File: src/rtl/phantom_clock_if.sv
// Apple II ROM-socket bus as seen by the phantom clock: the chip select and
// address bits coming in, the gated ROM select and D[0] drive going out.
interface phantom_clock_if;
    logic       nRAMROMCS;
    logic [2:0] A;
    logic       RAMROMCSgb;
    logic       D0OUT;
    logic       D0OE;

    modport master (
        output nRAMROMCS,
        output A,
        input  RAMROMCSgb,
        input  D0OUT,
        input  D0OE
    );

    modport slave (
        input  nRAMROMCS,
        input  A,
        output RAMROMCSgb,
        output D0OUT,
        output D0OE
    );
endinterface

File: src/rtl/phantom_clock.sv
// Phantom (no-slot) real-time clock.
//
// The clock hides behind the ROM socket. Each low pulse on nRAMROMCS is an
// access that carries one bit on A[0]. After a 64-bit recognition pattern,
// the next 64 accesses move the clock registers in or out serially, LSB of
// byte 0 first. The ROM is deselected during those 64 data accesses.
//
// state | meaning
// ------+-----------------------------------------------------------------
// IDLE  | comparing access bits against the recognition pattern
// DATA  | shifting the 64-bit time snapshot in (A[2]=0) or out (A[2]=1)
module phantom_clock #(
    parameter int PRESCALE = 71591
) (
    input  logic C7M,
    input  logic nRES,
    phantom_clock_if.slave bus
);

    localparam int             PW            = (PRESCALE > 1) ? $clog2(PRESCALE) : 1;
    localparam logic [PW-1:0]  PRESCALE_LAST = PW'(PRESCALE - 1);
    // C5,3A,A3,5C twice; byte 0 sits in the low bits so pattern[cnt] is the next bit
    localparam logic [63:0]    PATTERN       = 64'h5CA3_3AC5_5CA3_3AC5;

    typedef enum logic {IDLE, DATA} state_t;

    state_t      state, state_next;
    logic [5:0]  cnt, cnt_next;
    logic        wr, wr_next;
    logic [63:0] shadow, shadow_next;
    logic        load;

    logic        csq;
    logic        acc_start, acc_end;
    logic        lat_rd, lat_bit;
    logic        unused_a1;

    logic [PW-1:0] presc;
    logic          tick;

    logic [7:0] hund, secs, mins, hours, day, date, month, year;
    logic [7:0] last_date;
    logic [1:0] leap_sum;
    logic       leap;
    logic       c_hund, c_secs, c_mins, c_hours, c_date, c_month;
    logic [63:0] snapshot;

    function automatic logic [7:0] bcd_inc(input logic [7:0] v);
        if (v[3:0] >= 4'd9) return {v[7:4] + 4'd1, 4'd0};
        else                return {v[7:4], v[3:0] + 4'd1};
    endfunction

    assign unused_a1 = bus.A[1];

    assign acc_start = csq && !bus.nRAMROMCS;
    assign acc_end   = !csq && bus.nRAMROMCS;

    // Chip-select history and per-access address capture
    always_ff @(posedge C7M) begin
        if (!nRES) begin
            csq     <= 1'b1;
            lat_rd  <= 1'b0;
            lat_bit <= 1'b0;
        end else begin
            csq <= bus.nRAMROMCS;
            if (acc_start) begin
                lat_rd  <= bus.A[2];
                lat_bit <= bus.A[0];
            end
        end
    end

    // Hours read back with bit7 clear (24 h only), day with only 3 bits
    assign snapshot = {year, month, date, {5'b0, day[2:0]}, {1'b0, hours[6:0]},
                       mins, secs, hund};

    // Protocol state register
    always_ff @(posedge C7M) begin
        if (!nRES) begin
            state  <= IDLE;
            cnt    <= 6'd0;
            wr     <= 1'b0;
            shadow <= 64'd0;
        end else begin
            state  <= state_next;
            cnt    <= cnt_next;
            wr     <= wr_next;
            shadow <= shadow_next;
        end
    end

    // Pattern matching and serial transfer, evaluated only at access end
    always_comb begin
        state_next  = state;
        cnt_next    = cnt;
        wr_next     = wr;
        shadow_next = shadow;
        load        = 1'b0;
        if (acc_end) begin
            case (state)
                IDLE: begin
                    if (lat_bit == PATTERN[cnt]) begin
                        if (cnt == 6'd63) begin
                            state_next  = DATA;
                            cnt_next    = 6'd0;
                            wr_next     = 1'b0;
                            shadow_next = snapshot;
                        end else begin
                            cnt_next = cnt + 6'd1;
                        end
                    end else begin
                        // no backtracking: a mismatch restarts from bit 0
                        cnt_next = 6'd0;
                    end
                end
                DATA: begin
                    if (!lat_rd) begin
                        shadow_next[cnt] = lat_bit;
                        wr_next          = 1'b1;
                    end
                    if (cnt == 6'd63) begin
                        state_next = IDLE;
                        cnt_next   = 6'd0;
                        load       = wr_next;
                    end else begin
                        cnt_next = cnt + 6'd1;
                    end
                end
                default: state_next = IDLE;
            endcase
        end
    end

    // Outputs are gated by nRES so reset takes effect before the first edge
    assign bus.D0OE       = nRES && (state == DATA) && !bus.nRAMROMCS && bus.A[2];
    assign bus.D0OUT      = shadow[cnt];
    assign bus.RAMROMCSgb = !bus.nRAMROMCS && (!nRES || state != DATA);

    assign tick = (presc == PRESCALE_LAST);

    // 1/100 s prescaler; a register load restarts the interval
    always_ff @(posedge C7M) begin
        if (!nRES)     presc <= '0;
        else if (load) presc <= '0;
        else if (tick) presc <= '0;
        else           presc <= presc + PW'(1);
    end

    // Leap test on the BCD year: (10*T + U) mod 4 == (2*T[0] + U[1:0]) mod 4
    assign leap_sum = {year[4], 1'b0} + year[1:0];
    assign leap     = (leap_sum == 2'b00);

    // Last date of the current month
    always_comb begin
        last_date = 8'h31;
        case (month)
            8'h02:                      last_date = leap ? 8'h29 : 8'h28;
            8'h04, 8'h06, 8'h09, 8'h11: last_date = 8'h30;
            default:                    last_date = 8'h31;
        endcase
    end

    assign c_hund  = (hund == 8'h99);
    assign c_secs  = c_hund && (secs == 8'h59);
    assign c_mins  = c_secs && (mins == 8'h59);
    assign c_hours = c_mins && (hours == 8'h23);
    assign c_date  = c_hours && (date == last_date);
    assign c_month = c_date && (month == 8'h12);

    // Live time: load from shadow wins over a coincident tick, values taken verbatim
    always_ff @(posedge C7M) begin
        if (!nRES) begin
            hund  <= 8'h00;
            secs  <= 8'h00;
            mins  <= 8'h00;
            hours <= 8'h00;
            day   <= 8'h01;
            date  <= 8'h01;
            month <= 8'h01;
            year  <= 8'h00;
        end else if (load) begin
            hund  <= shadow_next[7:0];
            secs  <= shadow_next[15:8];
            mins  <= shadow_next[23:16];
            hours <= shadow_next[31:24];
            day   <= shadow_next[39:32];
            date  <= shadow_next[47:40];
            month <= shadow_next[55:48];
            year  <= shadow_next[63:56];
        end else if (tick) begin
            hund <= c_hund ? 8'h00 : bcd_inc(hund);
            if (c_hund)  secs  <= (secs == 8'h59) ? 8'h00 : bcd_inc(secs);
            if (c_secs)  mins  <= (mins == 8'h59) ? 8'h00 : bcd_inc(mins);
            if (c_mins)  hours <= (hours == 8'h23) ? 8'h00 : bcd_inc(hours);
            if (c_hours) begin
                day  <= (day == 8'h07) ? 8'h01 : day + 8'd1;
                date <= (date == last_date) ? 8'h01 : bcd_inc(date);
            end
            if (c_date)  month <= (month == 8'h12) ? 8'h01 : bcd_inc(month);
            if (c_month) year  <= (year == 8'h99) ? 8'h00 : bcd_inc(year);
        end
    end

endmodule
File: src/flat_wrapper.sv
// flat-port wrapper written by rule: the top's interface ports become plain ports
module phantom_clock_flat 
#(
    parameter int PRESCALE = 71591
)
  (C7M, nRES, bus_nRAMROMCS, bus_A, bus_RAMROMCSgb, bus_D0OUT, bus_D0OE);
  phantom_clock_if bus_i ();
  input  logic C7M;
  input  logic nRES;
  input wire logic [$bits(bus_i.nRAMROMCS)-1:0] bus_nRAMROMCS;
  input wire logic [$bits(bus_i.A)-1:0] bus_A;
  output wire logic [$bits(bus_i.RAMROMCSgb)-1:0] bus_RAMROMCSgb;
  output wire logic [$bits(bus_i.D0OUT)-1:0] bus_D0OUT;
  output wire logic [$bits(bus_i.D0OE)-1:0] bus_D0OE;
  assign bus_i.nRAMROMCS = bus_nRAMROMCS;
  assign bus_i.A = bus_A;
  assign bus_RAMROMCSgb = bus_i.RAMROMCSgb;
  assign bus_D0OUT = bus_i.D0OUT;
  assign bus_D0OE = bus_i.D0OE;
  phantom_clock #(.PRESCALE(PRESCALE)) u_core (.C7M(C7M), .nRES(nRES), .bus(bus_i));
endmodule
File: config.mk
export PLATFORM = sky130hd
export DESIGN_NAME = phantom_clock_flat
export DESIGN_NICKNAME = d
export VERILOG_FILES = /design/src/rtl/phantom_clock_if.sv /design/src/rtl/phantom_clock.sv /design/src/flat_wrapper.sv
export SDC_FILE = /design/constraint.sdc
export NUM_CORES = 1
export LEC_CHECK = 0
export BUFFER_PORTS_ARGS = -buffer_cell sky130_fd_sc_hd__clkbuf_2
export CORE_AREA = 2 2 137 206
export DETAILED_ROUTE_END_ITERATION = 10
export DIE_AREA = 0 0 139 208
export GPL_TIMING_DRIVEN = 1
export PLACE_DENSITY = 0.56
export SLEW_MARGIN = 20
export SYNTH_ARGS = -nofsm -noshare
export SYNTH_HDL_FRONTEND = slang
export SYNTH_SLANG_ARGS = --single-unit
File: constraint.sdc
create_clock -name C7M -period 6.1 [get_ports C7M]
set_input_delay 0.915 -clock C7M [delete_from_list [all_inputs] [get_ports C7M]]
set_output_delay 0.915 -clock C7M [all_outputs]
set_load 0.005 [all_outputs]
; Yosys cells after proc, flatten, opt, wreduce, memory -nomap -nowiden
; Memories as Yosys holds them, arrays and structs flattened. A register that Yosys moved wholly into a read port is not among the register bits.
; Index checks and enable logic that the tools add are counted.
[op_classes]
add_sub_neg = 18
magnitude_cmp = 9
eq_ne = 18
n_mux = 67
bitwise = 2
n_reduce_logical = 47
[ops]
columns = operator, n
row1 = $mux 8, 38
row2 = $mux 64, 4
row3 = $pmux 64 s2, 1
row4 = $bwmux 64, 1
row5 = $add 4x1->4 const B, 14
row6 = $ge 4x4->1 const B, 7
row7 = $eq 8x3->1 const B, 3
row8 = $mux 6, 4
row9 = $reduce_and 3->1, 7
row10 = $reduce_bool 3->1, 7
row11 = $add 17x1->17 const B, 1
row12 = $eq 17x17->1 const B, 1
row13 = $eq 8x5->1 const B, 2
row14 = $eq 8x7->1 const B, 2
row15 = $eq 8x8->1 const B, 2
row16 = $pmux 8 s2, 1
row17 = $reduce_and 2->1, 7
row18 = $reduce_bool 2->1, 7
row19 = $mux 1, 13
row20 = $logic_and 1x1->1, 12
row21 = $pmux 6 s2, 1
row22 = $add 8x1->8 const B, 1
row23 = $eq 8x2->1 const B, 1
row24 = $eq 8x4->1 const B, 1
row25 = 18 further kinds, 23
[totals]
reg_bits = 156
mem_bits_ro = 64
inputBits = 6
out_inout_bits = 3
wordCells = 185
mem_count = 1
[mem_list]
columns = memory, words, width, read_ports, rd_ports_with_merged_regs, write_ports, line_no
row1 = (name not given), 64, 1, 1, 1, 0, phantom_clock.sv:102  ; if (lat_bit == PATTERN[cnt]) begin

; Depth between registers and ports, before layout
; Gate-level depths: netlist of run 1.
[logic_depth]
ltp_word = 10
depth_mapped = 11
mapped_depth_nobuf = 9

; Least setup slack after synthesis of run 1
; No wires, ideal clock.
[synth_path]
path_kind = reg2out
from = register u_core.cnt[2]
to = output port bus_D0OUT
arrival_ns = 2.212
t_required_ns = 5.185
slack_ns = 2.973
stages_incl_launch_ff = 9
path_buffers = 3
path_cell_list = dfxtp_1 -> clkbuf_1 -> clkbuf_1 -> clkbuf_1 -> mux4_2 -> mux2i_1 -> nand3_1 -> a221oi_1 -> o21ai_0
[synth_via]
elab_chain_len = 2
[synth_lines]
columns = item, line_no
row1 = from (decl), phantom_clock.sv:28  ; logic [5:0] cnt, cnt_next;
row2 = from (signal assigned), phantom_clock.sv:86  ; cnt <= cnt_next;
row3 = $bmux 1 s6, phantom_clock.sv:136  ; assign bus.D0OUT = shadow[cnt];
row4 = $mux 1 (implied by the code), phantom_clock.sv:136
row5 = to (decl), flat_wrapper.sv:13  ; output wire logic [$bits(bus_i.D0OUT)-1:0] bus_D0OUT;
; No other way between the ends. The select of a mux whose other input is x is not followed.

; Final worst setup path of run 1
[layout_path]
from = register u_core.cnt[1]
to = output port bus_D0OUT
; Same word-level chain as after synthesis.

==> impl_metrics.ini, run 1 <==
[route]
wl_met1_mm = 12.2
post_drt_wl_per_cell_um = 20.6
dr_total_vias = 9071
wl_mm = 31.0
vias_per_cell = 6.05
drc = 0
wl_met3_mm = 1.40
met2_length_mm = 15.6
drtIter0Drc = 745
ant_nets = 0
top_layer = met4
drt_first_pass_iters = 6

[worst_setup_path]
path_class = reg2out
critPathRequiredTime_ps = 5180
slowest_delay_ps = 450
cp-startpoint = u_core.cnt[1]
r2r_start = u_core.cnt[4]
crit_top_cell = buf_4
r2r_end = u_core.day[5]
start_kind = register
worstSetupEndpointType = primary output
r2r_cells = 8
worstPathArrival_ps = 3010
cp_slowest_cell = nor3b_2
crit_end = bus_D0OUT
crit_path_cell_trace = buf_4, nor3b_2, buf_4, a22o_1, a2111oi_0, a31oi_1, a21oi_1, o21ai_0, clkbuf_2
r2r_setup_slack_ps = 2230
crit_fanout = 32

[synth]
synth_cells = 1182
syn-num-nets = 1229
synth-edff-count = 0
ys_warn_count = 0
ys_async_sr_fraction_pct = 0
ys_seq_elements = 157
synthFlopType = dfxtp_1
synthDistinctLibCells = 75
synth_area_per_cell_um2 = 7.97
syn-cell-area_um2 = 9420
yosysSeqAreaShare_pct = 33.4

[cells_and_area]
antenna_cells = 0
nets = 1192
final_common_cell = dfxtp_1
syn2layout_area_growth_pct = 10.2
final_cell_mix = dfxtp_1, nor2_1, nand2_1, a21oi_1, o21ai_0
drive_above_1_share_pct = 8.64
fin_util_pct = 38.4

[placement]
dp_hpwl_mm = 21.0
place.gp.congestion = 0.920
portBuffers = 7

[global_route]
antenna_found_initial = 0
grt_pass1_wl_mm = 48.8
grt_overflow = 0
grt_max_degree = 73
grt_pass1_vias = 8735
grt_usage_pct = 21.3

[floorplan]
core.rowCount = 74
num_io_pins = 9
die-width_um = 139
dieArea_um2 = 28900
core_um2 = 27000
start_util_pct = 34.8
fp.dieH_um = 208

[power]
pwr-share-comb_pct = 2.6
power.density_nw_per_um2 = 218
clkPwrFrac_pct = 51.7
seq_power_share_pct = 45.8
switching_share_pct = 23.0
leakage_uw = 0.00381
peakVddDrop_uv = 182
p_sw_uw = 520
p_int_uw = 1740

[clock_network]
holdBufCountCts = 0
cts_max_level = 4
clkSlewWorstSetupHoldPaths_ps = 70
worstSkewPairLatency_ps = 450
tritoncts = done
cts_root_buf = clkbuf_16
cts_setup_buffers = 0
clock_sinks = 157
cts_resized = 0
cts_buffers = 17
cts_buffer_depth = 2

[hold_path]
min_path_type = reg2reg
hold_depth = 2

[timing]
slew_headroom_pct = 17.8
holdWs_ps = 474
drv_slew = 0
min_period_ps = 3920
tightest_slew_ps = 1230
finClkSkew_ps = 10.4
max_freq_mhz = 255
setup-tns-final_ps = 0
rsz0062_at_grt = no
hold_violations = 0
setup_viol = 0
post-route-period-util_pct = 64.3

[job]
drv_cap = 0

[run_status]
status = completed
cell families (layout without fill, tap and decap cells):
group / after synthesis / count (layout) / share of synthesized area (%)
fa+ha+maj: 41 / 41 / 5.45
mux: 28 / 28 / 3.46
simple gates: 415 / 415 / 22.2
compound gates: 382 / 382 / 27.2
xor+xnor: 31 / 31 / 2.88
buf+inv: 128 / 104 / 5.40
flops: 157 / 157 / 33.4
power by group through the flow:
stage               Combinational, uW  Clock [uW]  Sequential [uW]
floorplan                        39.8           0             1050
global placement                 57.1           0             1060
detailed placement               57.4           0             1060
CTS                              57.4        1190             1030
global route                     62.3        1220             1030
finish                           58.1        1170             1030
metrics by stage:
| step | power, uW | std cells | setup WS [ps] | cell area, um2 |
|---|---|---|---|---|
| after CTS | 2280 | 1500 | 2230 | 10400 |
| after floorplan | 1090 | 1182 | 2970 | 9420 |
| after global routing | 2320 | 1500 | 2010 | 10400 |
| final | 2260 | 1500 | 2180 | 10400 |
| after detailed placement | 1120 | 1468 | 1850 | 9740 |
| after global placement | 1110 | 1468 | 1920 | 9740 |
sequential cells by signal (all words and copies together), names as in the netlist, named ones only:
register	flops
u_core.shadow	64
u_core.presc	17
u_core.date	8
u_core.day	8
u_core.hours	8
u_core.hund	8
u_core.mins	8
u_core.month	8
u_core.secs	8
u_core.year	8
u_core.cnt	6
u_core.csq	1
u_core.lat_bit	1
u_core.lat_rd	1
u_core.state	1
u_core.wr	1
worst min-delay path by stage:
stage,to,start,slack (ps)
after floorplan,u_core.presc[0],u_core.presc[0],440
after global routing,u_core.wr,u_core.wr,500
after CTS,u_core.wr,u_core.wr,480
after global placement,u_core.wr,u_core.wr,460
after detailed placement,u_core.wr,u_core.wr,470
final,u_core.wr,u_core.wr,470
layout make-up:
class                   instances  area [um2]
clock buffers                  19         443
multi-input cells             897        5800
flip-flops and latches        157        3140
clock inverters                13         189
repair buffers                 33         230
fillers                      2807       16700
well taps                     342         428
inverters                      39         146
worst max-delay path: cells and delay by family (launching register included):
kind	cells	cell delay (ps)
compound gates	5	920
buf+inv	3	820
flops	1	340
simple gates	1	450
routing by layer:
metal,up-vias,GRT usage (%)
met4,0,13.3
met3,84,3.01
li1,4328,-
met1,4346,24.3
met5,-,0
met2,313,37.1
Yosys cell counts, drive strengths merged, types with 6 or more instances:
cell	number	area [um2]
a211o	17	149
a211oi	32	240
a21oi	96	480
a221oi	15	138
a22o	6	52.6
a22oi	10	75.1
a31oi	17	106
and2	27	169
and3	16	100
buf	20	103
clkbuf	69	259
dfxtp	157	3140
ha	41	513
inv	39	146
mux2	6	67.6
mux2i	19	190
nand2	97	364
nand3	47	235
nand4	9	56.3
nor2	122	458
nor2b	10	62.6
nor3	15	75.1
nor3b	12	90.1
nor4	12	81.3
nor4bb	8	80.1
o211ai	8	65.1
o21ai	67	339
o221ai	22	193
o22ai	35	219
o31ai	6	45.0
o32ai	13	114
xnor2	12	105
xor2	19	166
Power figures use the tool's default switching activity.
==> inputs of run 2 (changes only) <==
Settings changed: ABC_AREA set to 1, CORE_AREA 2 2 137 206 to 2 2 141 212, DIE_AREA 0 0 139 208 to 0 0 143 214, PLACE_DENSITY 0.56 to 0.58.
Clock period 6.1 ns to 3.4 ns, I/O delays scaled along.
==> run 2 against run 1 <==
  * Power grew 70%
  * Utilization shrank 0.068 points
  * Largest cell class unchanged
  * Synthesized cell count grew 24%
  * Count of clock-buffer cells in the layout shrank 2
  * Synthesized area grew 5.9%
  * First-iteration DRC count shrank 8.3%
==> impl_metrics.ini, run 2 <==
[power]
pwr-share-comb_pct = 3.3
leakage_uw = 0.00452
clkPwrFrac_pct = 48.5
p_sw_uw = 1020
p_int_uw = 2830
peakVddDrop_uv = 378
switching_share_pct = 26.5
seq_power_share_pct = 48.2
power.density_nw_per_um2 = 351

[hold_path]
min_from = bus_nRAMROMCS
hold_depth = 3
hold_end = u_core.csq
min_path_type = in2reg

[timing]
drv_slew = 0
hold_violations = 0
finClkSkew_ps = 10.8
post-route-period-util_pct = 93.1
min_period_ps = 3170
tightest_slew_ps = 756
setup_viol = 0
max_freq_mhz = 316
slew_headroom_pct = 49.0
rsz0062_at_grt = no
setup-tns-final_ps = 0

[cells_and_area]
drive_above_1_share_pct = 8.36
antenna_cells = 0
largestRegisters = u_core.shadow: 64 flops, u_core.presc: 17 flops
final_common_cell = nand2_1
fin_cells = 1862
largest_register_ff_count = 64
syn2layout_area_growth_pct = 9.96
nets = 1506
final_cell_mix = nand2_1, inv_1, nor2_1, dfxtp_1, o21ai_0
fillCellCount = 3110
final-seq-area_um2 = 3140
regMostFlops = u_core.shadow
multi_input_area_um2 = 5760

[worst_setup_path]
critPathRequiredTime_ps = 2890
start_kind = register
r2r_start = u_core.cnt[5]
path_class = reg2out
r2r_end = u_core.year[6]
crit_fanout = 6
r2r_setup_slack_ps = 640
worstSetupEndpointType = primary output
worstPathArrival_ps = 2660
r2r_cells = 11

[route]
drtIter0Drc = 683
drt_first_pass_iters = 5
vias_per_cell = 5.33
wl_mm = 32.5
dr_total_vias = 9926
post_drt_wl_per_cell_um = 17.5
drc = 0
ant_nets = 0

[clock_network]
cts_buffers = 17
cts_max_level = 4
cts_setup_buffers = 0
cts_buffer_depth = 2
worstSkewPairLatency_ps = 460
holdBufCountCts = 0
cts_resized = 0
cts_root_buf = clkbuf_16
clkSlewWorstSetupHoldPaths_ps = 70
clock_sinks = 157
tritoncts = done

[floorplan]
core.rowCount = 76
num_io_pins = 9
fp.dieH_um = 214
die-width_um = 143
dieArea_um2 = 30600
start_util_pct = 34.8
core_um2 = 28600

[synth]
ys_seq_elements = 157
syn-cell-area_um2 = 9970
yosysSeqAreaShare_pct = 31.5
synth_cells = 1460
yosysTopAreaCell = dfxtp_1
synthDistinctLibCells = 58
ys_async_sr_fraction_pct = 0
synth-edff-count = 0
yosysMostFrequentCell = nand2_1
netlist.area_leader.share_pct = 31.5
synth_area_per_cell_um2 = 6.83
syn-num-nets = 1507
synth_common_cells = nand2_1, inv_1, nor2_1
synthFlopType = dfxtp_1
ys_warn_count = 0
synth_top_cells_by_area = dfxtp_1, nand2_1, inv_1

[global_route]
grt_pass1_vias = 9686
grt_pass1_wl_mm = 51.3
grt_usage_pct = 21.6
grt_overflow = 0
antenna_found_initial = 0
grt_max_degree = 43

[placement]
dp_hpwl_mm = 23.3
dp_cells = 1830
portBuffers = 7
place.gp.congestion = 1.02

[job]
drv_cap = 0

[run_status]
status = completed
run 2: changes by cell type after synthesis, moves of 19 or more:
cell      change
a211oi_1     -31
and2_1       -24
clkbuf_1     -34
inv_1       +143
mux2i_1      -19
nand2_1     +144
nand3_1      +35
nor2_1       +59
o21ai_0      +47
run 2: cell families (layout without fill, tap and decap cells):
kind of cell / after synthesis / in the layout / synth area share (%)
and+or+nand+nor: 611 / 611 / 27.8
buffers and inverters: 259 / 271 / 10.8
adders and majority gates: 41 / 41 / 5.14
xor gates and xnor gates: 33 / 33 / 2.90
AOI/OAI and AO/OA: 359 / 359 / 21.9
DFF: 157 / 157 / 31.5
run 2: worst max-delay path by stage:
stage | endpoint | slack, ps | depth (start not counted) | startpoint
3_3_place_gp | u_core.year[6] | 460 | 12 | bus_nRAMROMCS
4_1_cts | bus_D0OUT | 260 | 11 | u_core.cnt[2]
5_1_grt | bus_D0OUT | 80 | 10 | u_core.cnt[2]
3_5_place_dp | u_core.year[6] | 430 | 12 | bus_nRAMROMCS
2_1_floorplan | bus_D0OUT | 1360 | 10 | u_core.cnt[2]
6_report | bus_D0OUT | 230 | 11 | u_core.cnt[2]
run 2: cell type report:
type | count | share of cell area [%]
Sequential cell | 157 | 28.7
Clock inverter | 15 | 1.19
Inverter | 202 | 6.95
Timing Repair Buffer | 37 | 2.37
Tap cell | 390 | 4.45
Multi-Input combinational cell | 1044 | 52.5
Clock buffer | 17 | 3.88
run 2: power by group through the flow:
stage | clock network [uW] | registers, uW | logic [uW]
after detailed placement | 0 | 1900 | 126
after floorplan | 0 | 1890 | 70.7
after CTS | 1900 | 1850 | 126
after global placement | 0 | 1900 | 125
after global routing | 1980 | 1850 | 135
final | 1870 | 1850 | 128
run 2: metal layers:
layer  share of wire [%]  track usage, %  wire length [um]
met4                 6.1            13.7              1970
met1                  39            23.2             12700
met2                  51            38.7             16500
met5                   0               0                 0
met3                 4.1            3.26              1330
run 2: stage by stage:
step,utilization (%),worst slack [ps],total power (uW),cell area (um2),hold slack [ps]
5_1_grt,38.3,80.1,3970,11000,299
4_1_cts,38.3,255,3880,11000,276
3_3_place_gp,36.4,456,2020,10400,444
6_report,38.3,234,3850,11000,290
2_1_floorplan,-,1360,1960,9970,430
3_5_place_dp,36.4,431,2020,10400,454
run 2: worst max-delay path, cell delays in order, from the launching register on:
cell and delay (ps):
dfxtp_1 440, inv_1 130, nand3_1 280, inv_1 260
o2bb2ai_1 180, nor2_1 150, o2111ai_1 160, nand2_1 100
nand2_1 50, nor2_1 160, nand4_1 140, clkbuf_2 150
==> inputs of run 3 (changes only) <==
Settings changed: CORE_AREA 2 2 141 212 to 2 2 113 170, DIE_AREA 0 0 143 214 to 0 0 115 172, PLACE_DENSITY 0.58 to 0.8.
==> run 3 against run 2 <==
  * Via count grew 2.3%
  * Utilization grew 20 points
  * Clock skew grew 3.8 ps
  * Final cell count shrank 9.5%
  * Count of clock-buffer cells in the layout is the same
  * Worst setup slack gained 60 ps
  * Power grew 1.9%
  * Global-route usage grew 8.8 points
  * Critical path type unchanged
==> impl_metrics.ini, run 3 (synthesis results as in run 2) <==
[power]
seq_power_share_pct = 47.2
clkPwrFrac_pct = 49.7
switching_share_pct = 24.5
power.total_uw = 3930
peakVddDrop_uv = 333
power.density_nw_per_um2 = 365
p_sw_uw = 962
leakage_uw = 0.00451
pwr-share-comb_pct = 3.1
p_int_uw = 2960

[global_route]
use_met3_pct = 5.01
antenna_found_initial = 0
grt_overflow = 0
gr-usage-met1_pct = 33.5
grt_usage_pct = 30.4
grt_max_degree = 51
grt_pass1_wl_mm = 47.2
top_usage_layer = met2
met2_usage_pct = 53.1
grt_pass1_vias = 9643

[cells_and_area]
fillCellCount = 1689
largest_register_ff_count = 64
fin_area_um2 = 10700
multi_input_area_um2 = 5760
syn2layout_area_growth_pct = 7.74
nets = 1499
antenna_cells = 0
final-seq-area_um2 = 3140
regMostFlops = u_core.shadow
final_cell_mix = nand2_1, inv_1, nor2_1, dfxtp_1, o21ai_0
largestRegisters = u_core.shadow: 64 flops, u_core.presc: 17 flops
final_common_cell = nand2_1
drive_above_1_share_pct = 7.92

[timing]
holdWs_ps = 291
min_period_ps = 3110
finClkSkew_ps = 14.6
hold_violations = 0
fin_ws_ps = 294
post-route-period-util_pct = 91.4
setup_viol = 0
slew_headroom_pct = 46.5
drv_slew = 0
setup-tns-final_ps = 0
rsz0062_at_grt = no
max_freq_mhz = 322
tightest_slew_ps = 792

[worst_setup_path]
crit_end = bus_D0OUT
crit_fanout = 10
start_kind = register
cp_slowest_cell = dfxtp_1
r2r_end = u_core.year[5]
r2r_cells = 11
r2r_setup_slack_ps = 640
crit_path_cell_trace = inv_1, nand3_1, buf_4, o22ai_1, nor2_1, o2111ai_1, nand2_1, nand2_1, nor2_1, nand4_1, clkbuf_2
cp-startpoint = u_core.cnt[2]
worstSetupEndpointType = primary output
worstPathArrival_ps = 2600
path_class = reg2out
critPathRequiredTime_ps = 2890
r2r_start = u_core.state
slowest_delay_ps = 430

[placement]
dp_hpwl_mm = 20.8
portBuffers = 7
pre_cts_slack_ps = 486
place.gp.congestion = 1.02
dpl_cell_area_um2 = 10200

[clock_network]
worstSkewPairLatency_ps = 450
tritoncts = done
cts_max_level = 4
cts_root_buf = clkbuf_16
clkSlewWorstSetupHoldPaths_ps = 70
cts_buffer_depth = 2
cts_setup_buffers = 0
clock_sinks = 157
holdBufCountCts = 0
cts_resized = 0
cts_buffers = 17

[route]
dr_total_vias = 10157
vias_per_cell = 6.03
ant_nets = 0
drt_first_pass_iters = 7
wl_mm = 29.8
drtIter0Drc = 1005
post_drt_wl_per_cell_um = 17.7
drc = 0

[floorplan]
fp.dieH_um = 172
core_um2 = 18300
die-width_um = 115
core.rowCount = 61
dieArea_um2 = 19800
num_io_pins = 9
start_util_pct = 54.4

[hold_path]
min_from = bus_nRAMROMCS
min_path_type = in2reg

[run_status]
status = completed

[job]
drv_cap = 0
[run 3: cell count changes in the layout (fill, tap and decap cells not counted), sizes merged]
| cell | change |
|---|---|
| buf | -7 |
| bufinv | +2 |
| inv | -2 |
| clkinv | -1 |
| clkinvlp | +1 |
[run 3: worst min-delay path by stage]
stage | to | depth (start not counted)
CTS | u_core.csq | 3
finish | u_core.csq | 3
global route | u_core.csq | 3
detailed placement | u_core.presc[0] | 1
global placement | u_core.presc[0] | 1
floorplan | u_core.presc[0] | 1
[run 3: final cells by class]
class	instances	share of cell area [%]
Tap cell	220	2.56
Sequential cell	157	29.3
Inverter	202	7.09
Clock inverter	15	1.50
Multi-Input combinational cell	1044	53.6
Clock buffer	17	3.96
Timing Repair Buffer	30	2.05
[run 3: stage by stage]
stage	util [%]	cells
after floorplan	-	1460
after global placement	55.4	1653
after detailed placement	55.4	1653
after CTS	58.6	1685
after global routing	58.6	1685
final	58.6	1685
[run 3: worst max-delay path: cells and delay by family, from the launching register on]
family | cells | cell delay (ps)
AOI/OAI and AO/OA | 2 | 250
and+or+nand+nor | 6 | 910
DFF | 1 | 430
buffers and inverters | 3 | 560
[run 3: metal layers]
layer,part of all wire [%],wire length (um),vias up
met5,0,0,-
met4,6.5,1950,0
met3,6.9,2050,149
met2,49,14500,469
met1,38,11300,4662
li1,-,-,4877
[run 3: power groups by stage]
stage / sequential [uW] / combinational, uW / clock, uW
global route: 1850 / 127 / 2030
CTS: 1850 / 117 / 1970
finish: 1850 / 122 / 1950
detailed placement: 1900 / 117 / 0
floorplan: 1890 / 70.7 / 0
global placement: 1900 / 116 / 0
